`src/rtl/led_sequencer.sv`:
```
// LED pattern generator: programmable prescaler driving rotate, bounce, count and fill patterns.
// Optional LED_SEQ_PWM_EN adds a 4-bit brightness input that PWM-gates the LED outputs.
module led_sequencer #(
   parameter int N_LEDS     = 4,
   parameter int PRESCALE_W = 22
) (
   input  logic                  clk,
   input  logic                  rst,
   input  logic                  enable,
   input  logic [1:0]            mode,
   input  logic [PRESCALE_W-1:0] period,
`ifdef LED_SEQ_PWM_EN
   input  logic [3:0]            brightness,
`endif
   output logic [N_LEDS-1:0]     leds,
   output logic                  step,
   output logic                  wrap
);

   typedef enum logic [1:0] {
      MODE_ROTATE = 2'b00,
      MODE_BOUNCE = 2'b01,
      MODE_COUNT  = 2'b10,
      MODE_FILL   = 2'b11
   } mode_t;

   typedef enum logic {
      DIR_UP   = 1'b0,
      DIR_DOWN = 1'b1
   } dir_t;

   localparam logic [N_LEDS-1:0] LED_ONE  = {{(N_LEDS-1){1'b0}}, 1'b1};
   localparam logic [N_LEDS-1:0] LED_ALL  = {N_LEDS{1'b1}};
   localparam logic [N_LEDS-1:0] LED_ZERO = {N_LEDS{1'b0}};

   logic [PRESCALE_W-1:0] presc_q;
   logic                  tick;
   mode_t                 mode_q, mode_nxt, mode_in;
   dir_t                  dir_q, dir_nxt;
   logic [N_LEDS-1:0]     pattern_q, pattern_nxt;
   logic                  wrap_nxt;
   logic                  step_q, wrap_q;

   function automatic logic [N_LEDS-1:0] start_pattern(input mode_t m);
      return (m == MODE_ROTATE || m == MODE_BOUNCE) ? LED_ONE : LED_ZERO;
   endfunction

   assign mode_in = mode_t'(mode);
   assign tick    = enable && (presc_q == period);

   // Prescaler: no clamp when period drops below the count; it simply wraps.
   always_ff @(posedge clk or posedge rst) begin
      if (rst) begin
         presc_q <= '0;
      end else if (enable) begin
         presc_q <= tick ? '0 : presc_q + 1'b1;
      end
   end

   always_comb begin
      mode_nxt    = mode_q;
      dir_nxt     = dir_q;
      pattern_nxt = pattern_q;
      wrap_nxt    = 1'b0;
      if (tick) begin
         if (mode_in != mode_q) begin
            mode_nxt    = mode_in;
            dir_nxt     = DIR_UP;
            pattern_nxt = start_pattern(mode_in);
         end else begin
            case (mode_q)
               MODE_ROTATE: begin
                  pattern_nxt = {pattern_q[N_LEDS-2:0], pattern_q[N_LEDS-1]};
                  wrap_nxt    = pattern_q[N_LEDS-1];
               end
               MODE_BOUNCE: begin
                  // Direction flips on landing at an end bit, so no end state repeats.
                  if (dir_q == DIR_UP) begin
                     pattern_nxt = pattern_q << 1;
                     if (pattern_nxt[N_LEDS-1]) dir_nxt = DIR_DOWN;
                  end else begin
                     pattern_nxt = pattern_q >> 1;
                     if (pattern_nxt[0]) begin
                        dir_nxt  = DIR_UP;
                        wrap_nxt = 1'b1;
                     end
                  end
               end
               MODE_COUNT: begin
                  pattern_nxt = pattern_q + LED_ONE;
                  wrap_nxt    = (pattern_q == LED_ALL);
               end
               default: begin
                  if (pattern_q == LED_ALL) begin
                     pattern_nxt = LED_ZERO;
                     wrap_nxt    = 1'b1;
                  end else begin
                     pattern_nxt = {pattern_q[N_LEDS-2:0], 1'b1};
                  end
               end
            endcase
         end
      end
   end

   always_ff @(posedge clk or posedge rst) begin
      if (rst) begin
         mode_q    <= MODE_ROTATE;
         dir_q     <= DIR_UP;
         pattern_q <= LED_ONE;
         step_q    <= 1'b0;
         wrap_q    <= 1'b0;
      end else begin
         mode_q    <= mode_nxt;
         dir_q     <= dir_nxt;
         pattern_q <= pattern_nxt;
         step_q    <= tick;
         wrap_q    <= wrap_nxt;
      end
   end

   assign step = step_q;
   assign wrap = wrap_q;

`ifdef LED_SEQ_PWM_EN
   logic [3:0]        pwm_cnt_q;
   logic [N_LEDS-1:0] leds_q;

   // PWM counter free-runs regardless of enable; leds track the same-edge pattern update.
   always_ff @(posedge clk or posedge rst) begin
      if (rst) begin
         pwm_cnt_q <= 4'd0;
         leds_q    <= LED_ONE;
      end else begin
         pwm_cnt_q <= pwm_cnt_q + 4'd1;
         leds_q    <= pattern_nxt & {N_LEDS{pwm_cnt_q <= brightness}};
      end
   end

   assign leds = leds_q;
`else
   assign leds = pattern_q;
`endif

endmodule

```
`config.mk`:
```
export PLATFORM = sky130hd
export DESIGN_NAME = led_sequencer
export DESIGN_NICKNAME = d
export VERILOG_FILES = /design/src/rtl/led_sequencer.sv
export SDC_FILE = /design/constraint.sdc
export NUM_CORES = 1
export LEC_CHECK = 0
export BUFFER_PORTS_ARGS = -buffer_cell sky130_fd_sc_hd__buf_2
export CAP_MARGIN = 15
export CORE_AREA = 2 2 70 72
export CTS_BUF_LIST = sky130_fd_sc_hd__clkbuf_2 sky130_fd_sc_hd__clkbuf_4 sky130_fd_sc_hd__clkbuf_8
export DETAILED_ROUTE_END_ITERATION = 10
export DIE_AREA = 0 0 72 74
export PLACE_DENSITY = 0.6
export SLEW_MARGIN = 20
export SYNTH_ARGS = -nofsm -noshare
export SYNTH_HDL_FRONTEND = slang
export SYNTH_SLANG_ARGS = --single-unit
```
`constraint.sdc`:
```
create_clock -name clk -period 5.2 [get_ports clk]
set_input_delay 1.04 -clock clk [delete_from_list [all_inputs] [get_ports clk]]
set_output_delay 1.04 -clock clk [all_outputs]
set_load 0.02 [all_outputs]
```
==> results.txt <==
- The via count of the first global-routing pass is between 1500 and 2000.
- The detailed router finished its first iteration with 111 violations.
- Synthesis inferred 31 register bits.
* Via total after detailed routing: 1606
- Final worst slack: ~2.8 ns
* Worst reg2reg path endpoint: dir_q
- Subtracting the final worst setup slack from the clock period gives approximately 2.4 ns.
* Number of failing hold endpoints at the final stage: 0
- CTS root buffer: clkbuf_8
* Hold Path Depth: 2
- WP data required: between 5 and 6 ns
* Worst ir drop on vdd: between 100 and 150 uV
- Area enclosed by the die boundary: approximately 5300 um2
- Layout cell share with drive strength beyond 1: between 20% and 30%
- Total of cells resized after clock tree synthesis: 0
- The filler cells instantiated in the layout total about 420.
- The multi-input combinational cells in the finished layout cover a total of 1120 um2.
- Max-slew violation count: 0
- For this configuration, the core starts out at a cell density of between 40% and 50%.
* Antenna violations before repair: 0
- In this run the worst path has a maximum fanout of 17.
* Final-layout worst hold slack: approximately 0.58 ns
* Pin count of the biggest net entering global routing: 32
- Final cell count without fillers: 297
- DRT Wirelength: roughly 4.5 mm
* Post-CTS setup-driven buffer insertion count: 0
- The tool flagged a number of max-cap violations equal to 0.
- Setup repair after global routing left no endpoint under its margin.
* Static leakage: between 1 and 1.5 nW
- Core occupancy in the finished layout: between 40% and 50%
* Tightest Pin Transition: just over 0.4 ns
* Top area cells in the synthesized netlist: dfrtp_1 (38%), xor2_1 (11%), xnor2_1 (8.9%), nor2_1 (5.0%), mux2_2 (3.4%)
- On the worst path, the slowest cell contributes a delay of around 0.36 ns.
- Post-synth top cells: dfrtp_1 (30), nor2_1 (26), xor2_1 (24)
- Remaining antenna violation count: 0
* Mean instance size in the synthesized netlist: 9.40 um2
- Summing every instance area after synthesis gives 1970 um2.
- The first global-routing pass estimated 7.58 mm of wire.
- For this run, the total global-route usage over all layers was measured as a little under a fifth.
- After floorplanning, the core was sized to cover 4600 um2.
- Summed over its instances, the top area cell type makes up 38.2% of the synthesized netlist area.
- Setup slack on the worst reg-to-reg path comes out at ~3.2 ns.
- Number of warnings issued by yosys: 0
- WS Path Type: input port to flip-flop
- Crit path max-delay cell type: mux2_2
- Dividing the detail-routed via count by the number of cells gives approximately 5.4.
* Synth-to-Final Area Change: 14.3%
* Depth of the most critical reg-to-reg path: 5
- Maximum clock frequency: roughly 430 MHz
- The biggest area contributor in the post-synthesis netlist is dfrtp_1.
- Arrival time reported for the critical path endpoint: about 2.5 ns
- Dividing the detail-routed wire length by the instance count gives about 15 um.
- For hold timing, the worst endpoint is presc_q[9].
- Register area share after synthesis: between 30% and 40%
- The worst setup path is launched from an input port.
- The min-delay analysis places its worst path in the category flip-flop to flip-flop.
- In this run the vertical extent of the chip is roughly 74 um.
- Cell Pwr Density: approximately 250 nW/um2
* Total congestion overflow: 0
* Top-Level Pins: 33
- Synthesis produced a netlist whose cell count is around 210.
* DR pass1 iterations: 4
- The worst setup path is captured at a flip-flop.
* Clk_lat worst skew: between 0.2 and 0.3 ns
* Placed cells: approximately 290
* Origin of the critical flop-to-flop path: presc_q[4]
* Nets@finish: roughly 270
* Synth cell types: between 40 and 50
* Number of buffers inserted by port buffering: 32
- Timing analysis after detailed placement gives a worst setup slack of 2.54 ns.
* Number of flops mapped to enable cells by yosys: 0
- Cell with the most instances after synthesis: dfrtp_1
- Quantity of hold-fixing buffers added after cts: 0
- Walking the worst path, the cells encountered are buf_2 > xor2_1 > nor4_1 > nand4_1 > nor3_2 > buf_4 > mux2_2.
* Placer congestion estimate: 0.871
- Layout Cell Area excl Fill: roughly 2200 um2
- Measured against its own limit, the worst slew margin works out to between 70% and 80%.
* Post-route DRC violation count: 0
- Measured along the x axis, the die boundary spans 72 um.
- Final-report setup violation count: 0
- After clock tree synthesis, the clock-pin slew on the worst setup and hold paths is 0.06 ns.
- Synth async-reset ratio: 100%
* Final TNS setup: 0 ns
* Number of antenna diodes: 0
* Maximum buffer depth of the clock tree: 2
* Start point of the worst min-delay path: presc_q[9]
- Placed cell area: approximately 2200 um2
- Standard-cell rows: 25
- CTS Buf Count: 5
* Area used by sequential logic in the layout: 777 um2
* Level count of the clock H-tree: 2
- In the finished design, the share of the clock period the worst path needs comes to a little under half.
- Result of the run: finished clean
- Max Clock Skew: about 0.0024 ns
* Overall power: 0.554 mW
- Commonest register cell after synthesis: dfrtp_1
- Syn nets: roughly 240
- The clock drives 31 sinks.
- CTS tree: built
- Half-perimeter wire length after detailed placement: between 3 and 4 mm
[critical path, delay by kind of cell]
family                 cells  cell delay, ns
buffers and inverters      2            0.37
multiplexers               1            0.36
AND/OR/NAND/NOR            3            0.59
XOR/XNOR                   1            0.16
[power breakdown]
group	internal, mW	total (mW)	leakage, nW	switching [mW]
combinational	0.0393	0.0852	0.556	0.0459
clock	0.0914	0.184	0.0477	0.0922
sequential	0.259	0.286	0.415	0.0271
[cell families (layout without fill, tap and decap cells)]
kind of cell,Yosys count,after routing,share of synthesized area [%]
DFF,31,31,39.5
muxes,6,6,3.44
adders and majority gates,2,2,1.27
AOI/OAI and AO/OA,23,23,7.51
and+or+nand+nor,90,90,25.2
buffers and inverters,13,47,3.44
xor gates and xnor gates,44,44,19.6
[layout by cell type (no fill, tap or decap), types with 2 or more instances in the layout]
cell type / n
a21oi_1: 9
a32oi_1: 2
and2_1: 2
and4_1: 6
buf_2: 32
buf_4: 3
clkbuf_8: 5
clkinv_2: 3
dfrtp_1: 30
ha_1: 2
inv_1: 4
mux2_2: 6
nand2_1: 13
nand2b_1: 3
nand3_1: 9
nand4_1: 9
nor2_1: 26
nor3_1: 5
nor4_1: 3
o21ai_0: 3
or3_1: 2
or4_1: 3
xnor2_1: 20
xor2_1: 24
[area by class of cell]
class / count / area share, %
multi-input cells: 165 / 49.9
well taps: 54 / 3.01
flip-flops and latches: 31 / 34.6
clock inverters: 3 / 0.668
clock buffers: 5 / 3.06
repair buffers: 35 / 8.13
inverters: 4 / 0.668
[worst max-delay path by stage]
stage | from | to | slack, ns | cells past startpoint
floorplan | period[4] | dir_q | 2.75 | 5
global placement | period[4] | dir_q | 2.57 | 6
detailed placement | period[4] | dir_q | 2.54 | 6
CTS | period[4] | dir_q | 2.84 | 6
global route | period[11] | leds[1] | 2.73 | 7
finish | period[11] | leds[1] | 2.85 | 7
[layer usage]
metal | wire [um] | global-route usage, % | part of all wire [%]
met3 | 202 | 4.61 | 4.5
met2 | 2130 | 29.6 | 48
met4 | 70 | 7.97 | 1.6
met1 | 2050 | 24.7 | 46
met5 | 0 | 0 | 0
[registers in the layout (all words and copies together) (netlist names)]
| signal | cells |
|---|---|
| dir_q | 1 |
| leds | 4 |
| mode_q | 2 |
| presc_q | 22 |
| step | 1 |
| wrap | 1 |
Note: power is estimated with default switching activity, not from simulation.
